`src/rtl/turn_sched_m_if.sv`:
```
// -----------------------------------------------------------------------------
// turn_sched_m_if
//   Move-bus bundle between the turn scheduler, the two move generators
//   (player and AI) and the board.
//
//   Handshake: p_submit / ai_submit are valid-only strobes. There is no
//   separate ready signal. The scheduler's `turn` output is the grant, and a
//   submit is consumed only when the scheduler is in its grant phase and
//   `turn` selects that side. A legal consumed move produces wr_en one cycle
//   later. An illegal one produces reject one cycle later. Any submit from
//   the side that does not hold the turn is dropped silently.
//
//   Signals (direction as seen from the scheduler, modport slave):
//     start       in   begin new game
//     p_loc       in   player cell index 0..8
//     p_submit    in   player move valid
//     p_reset     in   player game-restart request
//     ai_loc      in   AI cell index 0..8
//     ai_submit   in   AI move valid
//     occupied    in   board occupancy, bit i = cell i
//     game_over   in   board win/draw detect, valid the cycle after a write
//     turn        out  active side (0 player, 1 AI)
//     wr_en       out  one-cycle board write strobe
//     wr_loc      out  cell written, valid with wr_en
//     wr_mark     out  mark written, valid with wr_en
//     board_clr   out  one-cycle board clear pulse
//     reject      out  one-cycle illegal-move pulse
//     timeout     out  one-cycle forfeit pulse
//     forfeit     out  level, game ended by timeout
//     done        out  level, game finished
//     move_count  out  legal moves committed this game
// -----------------------------------------------------------------------------
interface turn_sched_m_if;
  logic       start;
  logic [3:0] p_loc;
  logic       p_submit;
  logic       p_reset;
  logic [3:0] ai_loc;
  logic       ai_submit;
  logic [8:0] occupied;
  logic       game_over;
  logic       turn;
  logic       wr_en;
  logic [3:0] wr_loc;
  logic       wr_mark;
  logic       board_clr;
  logic       reject;
  logic       timeout;
  logic       forfeit;
  logic       done;
  logic [3:0] move_count;

  // Scheduler side
  modport slave (
    input  start, p_loc, p_submit, p_reset, ai_loc, ai_submit, occupied, game_over,
    output turn, wr_en, wr_loc, wr_mark, board_clr, reject, timeout, forfeit,
           done, move_count
  );

  // Generator / board / bench side
  modport master (
    output start, p_loc, p_submit, p_reset, ai_loc, ai_submit, occupied, game_over,
    input  turn, wr_en, wr_loc, wr_mark, board_clr, reject, timeout, forfeit,
           done, move_count
  );
endinterface

```
`src/rtl/turn_sched_m.sv`:
```
// -----------------------------------------------------------------------------
// turn_sched_m
//   Turn scheduler for the tic-tac-toe datapath. It owns the turn flag,
//   validates the active side's move against board occupancy, and issues one
//   write strobe per legal move. It also counts moves, ends the game on board
//   win/draw or after nine moves, and forfeits a side that holds the turn for
//   TIMEOUT_CYCLES grant cycles without a legal submit.
//
//   Parameters:
//     TIMEOUT_CYCLES  grant cycles allowed per turn (1..255)
//     FIRST_TURN      side granted first (0 player, 1 AI)
//
//   Ports:
//     clk      in   clock, all state on rising edge
//     rst_n    in   asynchronous active-low reset
//     bus      --   move bus (turn_sched_m_if.slave)
//     o_state  out  current FSM state encoding, for observation
//                   (0 IDLE, 1 CLEAR, 2 GRANT, 3 WRITE, 4 SETTLE, 5 DONE)
// -----------------------------------------------------------------------------
module turn_sched_m #(
  parameter int TIMEOUT_CYCLES = 255,
  parameter int FIRST_TURN     = 0
) (
  input  logic                 clk,
  input  logic                 rst_n,
  turn_sched_m_if.slave        bus,
  output logic [2:0]           o_state
);

  typedef enum logic [2:0] {
    S_IDLE   = 3'd0,
    S_CLEAR  = 3'd1,
    S_GRANT  = 3'd2,
    S_WRITE  = 3'd3,
    S_SETTLE = 3'd4,
    S_DONE   = 3'd5
  } state_e;

  localparam logic [7:0] TO_LOAD    = 8'(TIMEOUT_CYCLES);
  localparam logic       FIRST_SIDE = 1'(FIRST_TURN);
  localparam logic [3:0] MAX_MOVES  = 4'd9;

  state_e      r_state;
  state_e      w_state_nxt;

  logic        r_turn;
  logic [3:0]  r_loc;
  logic [3:0]  r_move_count;
  logic [7:0]  r_timer;
  logic        r_reject;
  logic        r_timeout;
  logic        r_forfeit;
  logic        r_done;

  logic        w_sub;
  logic [3:0]  w_loc;
  logic [15:0] w_occ_ext;
  logic        w_legal;
  logic        w_accept;
  logic        w_reject;
  logic        w_expire;
  logic        w_finish;
  logic        w_toggle;
  logic        w_enter_grant;
  logic        w_wr_en;

  // Only the side holding the turn is looked at; the other side's submit
  // never reaches the legality check.
  assign w_sub = r_turn ? bus.ai_submit : bus.p_submit;
  assign w_loc = r_turn ? bus.ai_loc    : bus.p_loc;

  // Cells 9..15 do not exist; padding them as occupied keeps the lookup
  // in range and makes out-of-range locations illegal for free.
  assign w_occ_ext = {7'h7f, bus.occupied};
  assign w_legal   = (w_loc <= 4'd8) && !w_occ_ext[w_loc];

  // ---------------------------------------------------------------------------
  // Next-state and event decode
  // ---------------------------------------------------------------------------
  always_comb begin
    w_state_nxt = r_state;
    w_accept    = 1'b0;
    w_reject    = 1'b0;
    w_expire    = 1'b0;
    w_finish    = 1'b0;
    w_toggle    = 1'b0;

    case (r_state)
      S_IDLE: begin
        if (bus.start) w_state_nxt = S_CLEAR;
      end
      S_CLEAR: begin
        w_state_nxt = S_GRANT;
      end
      S_GRANT: begin
        // A legal move on the last timer cycle still counts as a move.
        if (w_sub && w_legal) begin
          w_accept    = 1'b1;
          w_state_nxt = S_WRITE;
        end else begin
          if (w_sub) w_reject = 1'b1;
          if (r_timer <= 8'd1) begin
            w_expire    = 1'b1;
            w_state_nxt = S_DONE;
          end
        end
      end
      S_WRITE: begin
        w_state_nxt = S_SETTLE;
      end
      S_SETTLE: begin
        // r_move_count already includes the move written last cycle.
        if (bus.game_over || (r_move_count == MAX_MOVES)) begin
          w_finish    = 1'b1;
          w_state_nxt = S_DONE;
        end else begin
          w_toggle    = 1'b1;
          w_state_nxt = S_GRANT;
        end
      end
      S_DONE: begin
        if (bus.start) w_state_nxt = S_CLEAR;
      end
      default: begin
        w_state_nxt = S_IDLE;
      end
    endcase

    // Restart request overrides every other event outside IDLE, including a
    // legal submit sampled on the same edge.
    if (bus.p_reset && (r_state != S_IDLE)) begin
      w_state_nxt = S_CLEAR;
      w_accept    = 1'b0;
      w_reject    = 1'b0;
      w_expire    = 1'b0;
      w_finish    = 1'b0;
      w_toggle    = 1'b0;
    end
  end

  assign w_enter_grant = (w_state_nxt == S_GRANT) && (r_state != S_GRANT);

  // ---------------------------------------------------------------------------
  // State register
  // ---------------------------------------------------------------------------
  always_ff @(posedge clk or negedge rst_n) begin
    if (!rst_n) begin
      r_state <= S_IDLE;
    end else begin
      r_state <= w_state_nxt;
    end
  end

  // ---------------------------------------------------------------------------
  // Datapath registers
  // ---------------------------------------------------------------------------
  always_ff @(posedge clk or negedge rst_n) begin
    if (!rst_n) begin
      r_turn       <= FIRST_SIDE;
      r_loc        <= 4'd0;
      r_move_count <= 4'd0;
      r_timer      <= 8'd0;
      r_reject     <= 1'b0;
      r_timeout    <= 1'b0;
      r_forfeit    <= 1'b0;
      r_done       <= 1'b0;
    end else begin
      r_reject  <= w_reject;
      r_timeout <= w_expire;

      // Game state is cleared on the edge that enters CLEAR, so the CLEAR
      // cycle already shows a fresh game alongside board_clr.
      if (w_state_nxt == S_CLEAR) begin
        r_move_count <= 4'd0;
        r_turn       <= FIRST_SIDE;
        r_forfeit    <= 1'b0;
        r_done       <= 1'b0;
      end else begin
        if (w_toggle) r_turn <= ~r_turn;
        if ((r_state == S_WRITE) && (r_move_count != MAX_MOVES)) begin
          r_move_count <= r_move_count + 4'd1;
        end
        if (w_expire) begin
          r_forfeit <= 1'b1;
          r_done    <= 1'b1;
        end
        if (w_finish) r_done <= 1'b1;
      end

      if (w_accept) r_loc <= w_loc;

      // Illegal submits do not reload the timer; only a fresh grant does.
      if (w_enter_grant) begin
        r_timer <= TO_LOAD;
      end else if (r_state == S_GRANT) begin
        r_timer <= r_timer - 8'd1;
      end
    end
  end

  // ---------------------------------------------------------------------------
  // Outputs
  // ---------------------------------------------------------------------------
  // The write strobe follows the WRITE state even if a restart arrives in the
  // same cycle, so an in-flight write always completes.
  assign w_wr_en        = (r_state == S_WRITE);
  assign bus.wr_en      = w_wr_en;
  assign bus.wr_loc     = w_wr_en ? r_loc : 4'd0;
  assign bus.wr_mark    = w_wr_en & r_turn;
  assign bus.board_clr  = (r_state == S_CLEAR);
  assign bus.turn       = r_turn;
  assign bus.reject     = r_reject;
  assign bus.timeout    = r_timeout;
  assign bus.forfeit    = r_forfeit;
  assign bus.done       = r_done;
  assign bus.move_count = r_move_count;
  assign o_state        = r_state;

endmodule
```
`src/flat_wrapper.sv`:
```
// flat-port wrapper written by rule: the top's interface ports become plain ports
module turn_sched_m_flat 
#(
  parameter int TIMEOUT_CYCLES = 255,
  parameter int FIRST_TURN     = 0
)
  (clk, rst_n, o_state, bus_start, bus_p_loc, bus_p_submit, bus_p_reset, bus_ai_loc, bus_ai_submit, bus_occupied, bus_game_over, bus_turn, bus_wr_en, bus_wr_loc, bus_wr_mark, bus_board_clr, bus_reject, bus_timeout, bus_forfeit, bus_done, bus_move_count);
  turn_sched_m_if bus_i ();
  input  logic clk;
  input  logic rst_n;
  output logic [2:0] o_state;
  input wire logic [$bits(bus_i.start)-1:0] bus_start;
  input wire logic [$bits(bus_i.p_loc)-1:0] bus_p_loc;
  input wire logic [$bits(bus_i.p_submit)-1:0] bus_p_submit;
  input wire logic [$bits(bus_i.p_reset)-1:0] bus_p_reset;
  input wire logic [$bits(bus_i.ai_loc)-1:0] bus_ai_loc;
  input wire logic [$bits(bus_i.ai_submit)-1:0] bus_ai_submit;
  input wire logic [$bits(bus_i.occupied)-1:0] bus_occupied;
  input wire logic [$bits(bus_i.game_over)-1:0] bus_game_over;
  output wire logic [$bits(bus_i.turn)-1:0] bus_turn;
  output wire logic [$bits(bus_i.wr_en)-1:0] bus_wr_en;
  output wire logic [$bits(bus_i.wr_loc)-1:0] bus_wr_loc;
  output wire logic [$bits(bus_i.wr_mark)-1:0] bus_wr_mark;
  output wire logic [$bits(bus_i.board_clr)-1:0] bus_board_clr;
  output wire logic [$bits(bus_i.reject)-1:0] bus_reject;
  output wire logic [$bits(bus_i.timeout)-1:0] bus_timeout;
  output wire logic [$bits(bus_i.forfeit)-1:0] bus_forfeit;
  output wire logic [$bits(bus_i.done)-1:0] bus_done;
  output wire logic [$bits(bus_i.move_count)-1:0] bus_move_count;
  assign bus_i.start = bus_start;
  assign bus_i.p_loc = bus_p_loc;
  assign bus_i.p_submit = bus_p_submit;
  assign bus_i.p_reset = bus_p_reset;
  assign bus_i.ai_loc = bus_ai_loc;
  assign bus_i.ai_submit = bus_ai_submit;
  assign bus_i.occupied = bus_occupied;
  assign bus_i.game_over = bus_game_over;
  assign bus_turn = bus_i.turn;
  assign bus_wr_en = bus_i.wr_en;
  assign bus_wr_loc = bus_i.wr_loc;
  assign bus_wr_mark = bus_i.wr_mark;
  assign bus_board_clr = bus_i.board_clr;
  assign bus_reject = bus_i.reject;
  assign bus_timeout = bus_i.timeout;
  assign bus_forfeit = bus_i.forfeit;
  assign bus_done = bus_i.done;
  assign bus_move_count = bus_i.move_count;
  turn_sched_m #(.TIMEOUT_CYCLES(TIMEOUT_CYCLES), .FIRST_TURN(FIRST_TURN)) u_core (.clk(clk), .rst_n(rst_n), .bus(bus_i), .o_state(o_state));
endmodule
```
`config.mk`:
```
export PLATFORM = sky130hd
export DESIGN_NAME = turn_sched_m_flat
export DESIGN_NICKNAME = d
export VERILOG_FILES = /design/src/rtl/turn_sched_m_if.sv /design/src/rtl/turn_sched_m.sv /design/src/flat_wrapper.sv
export SDC_FILE = /design/constraint.sdc
export NUM_CORES = 1
export LEC_CHECK = 0
export CORE_ASPECT_RATIO = 1.5
export CORE_MARGIN = 2
export CORE_UTILIZATION = 43
export DETAILED_ROUTE_END_ITERATION = 12
export PLACE_DENSITY_LB_ADDON = 0.25
export SYNTH_ARGS = -nofsm -noshare
export SYNTH_HDL_FRONTEND = slang
export SYNTH_SLANG_ARGS = --single-unit
```
`constraint.sdc`:
```
create_clock -name clk -period 1.88 [get_ports clk]
set_input_delay 0.564 -clock clk [delete_from_list [all_inputs] [get_ports clk]]
set_output_delay 0.564 -clock clk [all_outputs]
set_load 0.02 [all_outputs]
```
==> flow_metrics.tcl, run 1 <==
set metrics [dict create \
    crit_path_top_delay_cell "o32a_4" \
    root_buffer "clkbuf_8" \
    timing.hold.ws_ns 0.498 \
    worst_slew_pin_slew_ns 0.371 \
    drtIter0Drc 52 \
    synth_top_area_share_pct 37.6 \
    critPathMaxStageDelay_ns 0.33 \
    instances_no_fill 321 \
    synth_cell_types 47 \
    swShare_pct 40.2 \
    busiest_layer "met2" \
    yosys-top-cells-area "dfrtp_1 38%, nand2_1 4.9%, a21oi_1 4.4%" \
    finalHoldViolCount 0 \
    fmax_ghz 0.471 \
    ff2ff_setup_slack_ns -0.23 \
    report.final.slew_viol_count 0 \
    finalClockSkew_ns 0.00361 \
    drive_gt1_share_pct 50.0 \
    nets 307 \
    finalSetupViolCount 14 \
    gp_congestion 0.822 \
    pwr-share-seq_pct 26.3 \
    core_um2 3610 \
    worstPathArrival_ns 2.26 \
    hold_path_depth 1 \
    die_w_um 53.7 \
    failed_checks "negative setup slack" \
    use_met2_pct 51.2 \
    design_area_um2 2900 \
    power_switching_w 0.00100 \
    fp.dieH_um 78.6 \
    synth_warnings 0 \
    grt_pass1_wl_um 8680 \
    grt_pass1_vias 1896 \
    layout_setup_ws_ns -0.245 \
    end_kind "flop" \
    cp-start-kind "input port" \
    synth-edff-count 0 \
    power_w 0.00249 \
    fin_crit_ns 2.12 \
    p_int_w 0.00149 \
    outcome "finished, violations left" \
    grt_setup_unrepaired "true" \
    numCtsBuffers 3 \
    dr_total_vias 1855 \
    drtAntennaViolNets 0 \
    slew_headroom_pct 75.1 \
    cap_violations 0 \
    dieArea_um2 4220 \
    ios 43 \
    place_hpwl_um 3700 \
    yosysTopAreaCell "dfrtp_1" \
    grtUsageMet1_pct 29.4 \
    crit_family "compound AO/OA/AOI/OAI gates" \
    reg2reg_depth 8 \
    dp_cells 302 \
    antenna_found_initial 0 \
    viasPerCell 5.78 \
    synthArstFlopShare_pct 100 \
    cts_tree "done" \
    wl_per_cell_um 18.9 \
    cts_buffer_depth 2 \
    drc 0 \
    rows 27 \
    placed_area_um2 2430 \
    cts_hold_buf 0 \
    overflow 0 \
    clk_latency_ns 0.28 \
    yosysMostFrequentCell "dfrtp_1" \
    syn_nets 203 \
    use_met3_pct 2.85 \
    cp.depth 9 \
    tns_ns -2.87 \
    synth.avg_cell_area_um2 9.12 \
    syn2layout_area_growth_pct 81.6 \
    worst_ep_required_time_ns 2.02 \
    path_clk_slew_ns 0.09 \
    p_leak_nw 1.34 \
    clkPwrFrac_pct 14.8 \
    grt_max_degree 25 \
    io_buffers 42 \
    antenna_cells 0 \
    synth_flop_cell "dfrtp_1" \
    cts.sinks 24 \
    synth_common_cells "24 x dfrtp_1, 21 x nand2_1, 14 x a21oi_1, 10 x nor2_1" \
    comb_power_share_pct 58.9 \
    hp-class "reg -> reg" \
    htree_num_levels 1 \
    min_period_over_period_pct 113 \
    drt_pass1_iterations 4 \
    track_usage_pct 28.1 \
    synth-seq-area-share_pct 37.6 \
    power.density_nw_per_um2 859 \
    netlist_area_um2 1600 \
    syn_inst 175 \
    drt_wl_total_um 6080 \
    worstSetupPathType "in -> reg" \
    crit_buf_inv 3 \
    synth-seq-cells 24 \
    peakVddDrop_v 0.000600 \
    floorplan.initialDensity_pct 44.1 \
    critPathMaxFanout 8 \
    path_cells "dlygate4sd2_1 > nor2b_4 > a21oi_2 > nand2_1 > o32a_4 > buf_6 > a211oi_2 > buf_4 > a32oi_1" \
]
layer usage:
metal  vias to the layer above  routed length [µm]
li1                        844                   -
met1                       909                2170
met2                        77                3420
met3                        25                 216
met4                         0                 274
met5                         -                   0
final cells by class:
type / count / area [µm²]
multi-input combinational: 136 / 1230
timing repair buffer: 105 / 918
fill: 228 / 717
sequential: 24 / 602
clock buffer: 4 / 55.1
tap: 43 / 53.8
inverter: 9 / 33.8
through the flow:
stage               utilization, %  setup slack [ns]
detailed placement            67.3            -0.781
floorplan                        -            -0.179
global placement              67.3            -0.728
CTS                           75.2            -0.176
finish                        80.2            -0.245
global route                  80.2            -0.322
flip-flops by register name, summed over array words and instances, names as in the netlist:
signal,cells
u_core.bus.reject,1
u_core.o_state,3
u_core.bus.turn,1
u_core.r_timer,8
u_core.bus.forfeit,1
u_core.r_loc,4
u_core.bus.done,1
u_core.bus.timeout,1
u_core.bus.move_count,4
power groups by stage:
stage | clock (W) | sequential, W | combinational (W)
after floorplan | 0 | 0.000709 | 0.000536
after global placement | 0 | 0.000659 | 0.00109
after detailed placement | 0 | 0.000666 | 0.00114
after CTS | 0.000356 | 0.000653 | 0.00127
after global routing | 0.000387 | 0.000664 | 0.00156
final | 0.000369 | 0.000655 | 0.00147
worst paths after layout:
kind	start	end
worst max register to register	u_core.bus.turn	u_core.r_loc[2]
worst max-delay path	bus_p_loc[2]	u_core.bus.done
max in group asynchronous	rst_n	u_core.bus.turn
min in group asynchronous	rst_n	u_core.r_timer[2]
worst min register to register	u_core.r_timer[7]	u_core.r_timer[7]
worst min-delay path	u_core.r_timer[7]	u_core.r_timer[7]
kinds of logic after synthesis:
kind of cell,Yosys count,share of synthesized area (%)
AOI/OAI and AO/OA,49,21.7
xor gates and xnor gates,6,3.29
adders and majority gates,4,3.14
buffers and inverters,15,4.63
DFF,24,37.6
muxes,8,6.43
and+or+nand+nor,69,23.1
repair_timing:
item	4_1_cts	5_1_grt
pin swaps	10	14
buffers inserted	12	6
resized for setup	93	42
endpoints found under the setup margin	37	28
cloned	0	0
cell usage in the layout, fill, tap and decap left out, types with 3 or more instances in the layout:
master and n:
a31oi_1 3, nor2b_4 3, buf_6 16, nor3_1 4, a32oi_1 3, mux2_4 4
nor3_2 4, xnor2_1 4, clkdlybuf4s50_1 15, a21oi_2 4, buf_4 52, a21oi_1 11
dlygate4sd2_1 14, clkbuf_8 4, nor3b_2 4, nor2_1 8, nand2_1 19, inv_1 7
ha_1 3, dfrtp_1 23, and2_4 4, nand2b_1 3
(Power assumes the default switching activity.)
==> run 2, diff against run 1 <==
--- a/config.mk
+++ b/config.mk
@@ -5,9 +5,10 @@
 export SDC_FILE = /design/constraint.sdc
 export NUM_CORES = 1
 export LEC_CHECK = 0
+export ABC_CLOCK_PERIOD_IN_PS = 2100
 export CORE_ASPECT_RATIO = 1.5
 export CORE_MARGIN = 2
-export CORE_UTILIZATION = 43
+export CORE_UTILIZATION = 48
 export DETAILED_ROUTE_END_ITERATION = 12
 export PLACE_DENSITY_LB_ADDON = 0.25
 export SYNTH_ARGS = -nofsm -noshare
==> constraint.sdc (replaced) <==
create_clock -name clk -period 2.1 [get_ports clk]
set_input_delay 0.63 -clock clk [delete_from_list [all_inputs] [get_ports clk]]
set_output_delay 0.63 -clock clk [all_outputs]
set_load 0.02 [all_outputs]
==> flow_metrics.tcl, run 2 (synthesis gave the netlist of run 1 again) <==
set metrics [dict create \
    largest_reg_flops 8 \
    reg2reg_depth 8 \
    min_period_over_period_pct 104 \
    path_cells "clkdlybuf4s50_1 > nand2_1 > a221o_1 > buf_4 > a21oi_4 > a21oi_2 > buf_4 > a32oi_1" \
    io_buffers 42 \
    hp-start "u_core.r_timer[7]" \
    fin_crit_ns 2.18 \
    fmax_ghz 0.459 \
    worstSetupPathType "in -> reg" \
    r2r-end "u_core.r_loc[1]" \
    crit_path_top_delay_cell "clkdlybuf4s50_1" \
    comb_power_share_pct 55.4 \
    hold_path_depth 1 \
    finalClockSkew_ns 0.00769 \
    pwr-share-seq_pct 28.9 \
    p_int_w 0.00123 \
    numCtsBuffers 3 \
    place_ws_ns -0.658 \
    fp.dieH_um 74.6 \
    holdPathEnd "u_core.r_timer[7]" \
    grt_setup_unrepaired "true" \
    layout_setup_ws_ns -0.0798 \
    cts_hold_buf 0 \
    hp-class "reg -> reg" \
    cts.sinks 24 \
    die_w_um 51.1 \
    worstPathArrival_ns 2.37 \
    place_hpwl_um 3520 \
    antenna_found_initial 0 \
    wl_per_cell_um 18.2 \
    syn2layout_area_growth_pct 63.8 \
    power_w 0.00204 \
    antenna_cells 0 \
    nets 287 \
    outcome "finished, violations left" \
    critPathMaxStageDelay_ns 0.49 \
    track_usage_pct 27.4 \
    power_switching_w 0.000809 \
    final_common_cell "buf_4" \
    drtIter0Drc 69 \
    core_um2 3160 \
    drt_wl_total_um 5430 \
    clkPwrFrac_pct 15.7 \
    max_flop_register "u_core.r_timer" \
    overflow 0 \
    timing.hold.ws_ns 0.490 \
    r2r-start "u_core.bus.turn" \
    worst_slew_pin_slew_ns 0.344 \
    swShare_pct 39.7 \
    ff2ff_setup_slack_ns -0.05 \
    cap_violations 0 \
    peakVddDrop_v 0.000641 \
    drc 0 \
    power.density_nw_per_um2 780 \
    path_clk_slew_ns 0.09 \
    end_kind "flop" \
    htree_num_levels 1 \
    fillCellCount 175 \
    grt_pass1_wl_um 7910 \
    worst_ep_required_time_ns 2.29 \
    report.final.slew_viol_count 0 \
    multi_input_area_um2 1140 \
    dr_total_vias 1778 \
    drtAntennaViolNets 0 \
    drive_gt1_share_pct 38.8 \
    dieArea_um2 3810 \
    slew_headroom_pct 76.9 \
    tns_ns -0.528 \
    gp_congestion 0.898 \
    rows 25 \
    crit_top_cell "buf_4" \
    p_leak_nw 1.19 \
    drt_pass1_iterations 4 \
    cp-start-kind "input port" \
    critPathMaxFanout 8 \
    ios 43 \
    layout_common_cells "37 x buf_4, 23 x clkdlybuf4s50_1, 23 x dfrtp_1, 19 x nand2_1, 13 x a21oi_1" \
    seq_area_um2 602 \
    finalHoldViolCount 0 \
    cts_buffer_depth 2 \
    viasPerCell 5.97 \
    floorplan.initialDensity_pct 50.5 \
    clk_latency_ns 0.27 \
    finalSetupViolCount 11 \
    cts_tree "done" \
    root_buffer "clkbuf_8" \
    grt_pass1_vias 1796 \
    failed_checks "negative setup slack" \
    grt_max_degree 25 \
]
[run 2: repair_timing]
item                       4_1_cts  5_1_grt
gates resized for setup         50       31
setup endpoints to repair       24       22
pin swaps                        6       12
buffers inserted                 7        3
[run 2: worst max-delay path, delay by kind of cell]
family	cells	cell delay, ns
compound gates	4	0.81
buf+inv	3	0.84
simple gates	1	0.09
[run 2: power by group through the flow]
stage	combinational [W]	sequential (W)	clock [W]
finish	0.00113	0.000589	0.000320
floorplan	0.000475	0.000634	0
global placement	0.000882	0.000592	0
CTS	0.000981	0.000586	0.000324
detailed placement	0.000924	0.000597	0
global route	0.00120	0.000595	0.000337
[run 2: layout make-up]
type	count	area share, %
multi-input combinational	136	43.7
inverter	9	1.29
sequential	24	23.0
tap	40	1.91
clock buffer	4	2.11
timing repair buffer	85	28.0
[run 2: layer usage]
metal / part of all wire (%) / global-route usage, %
met5: 0 / 0
met3: 5.5 / 3.01
met2: 54 / 52.5
met1: 38 / 29.8
met4: 2.9 / 12.0
[run 2: worst max-delay path by stage]
stage,startpoint,end,cells past startpoint
2_1_floorplan,bus_occupied[0],u_core.r_loc[0],6
3_3_place_gp,bus_p_loc[0],u_core.r_loc[1],7
3_5_place_dp,bus_p_loc[0],u_core.r_loc[1],7
4_1_cts,bus_occupied[7],u_core.bus.forfeit,8
5_1_grt,u_core.r_timer[1],u_core.bus.forfeit,9
6_report,bus_occupied[7],u_core.bus.forfeit,8
[run 2: through the flow]
step / cell area [µm²] / util [%] / cells
global placement: 2320 / 73.3 / 285
CTS: 2500 / 79.2 / 296
floorplan: 1630 / - / 175
finish: 2610 / 82.7 / 298
detailed placement: 2320 / 73.3 / 285
global route: 2610 / 82.7 / 298
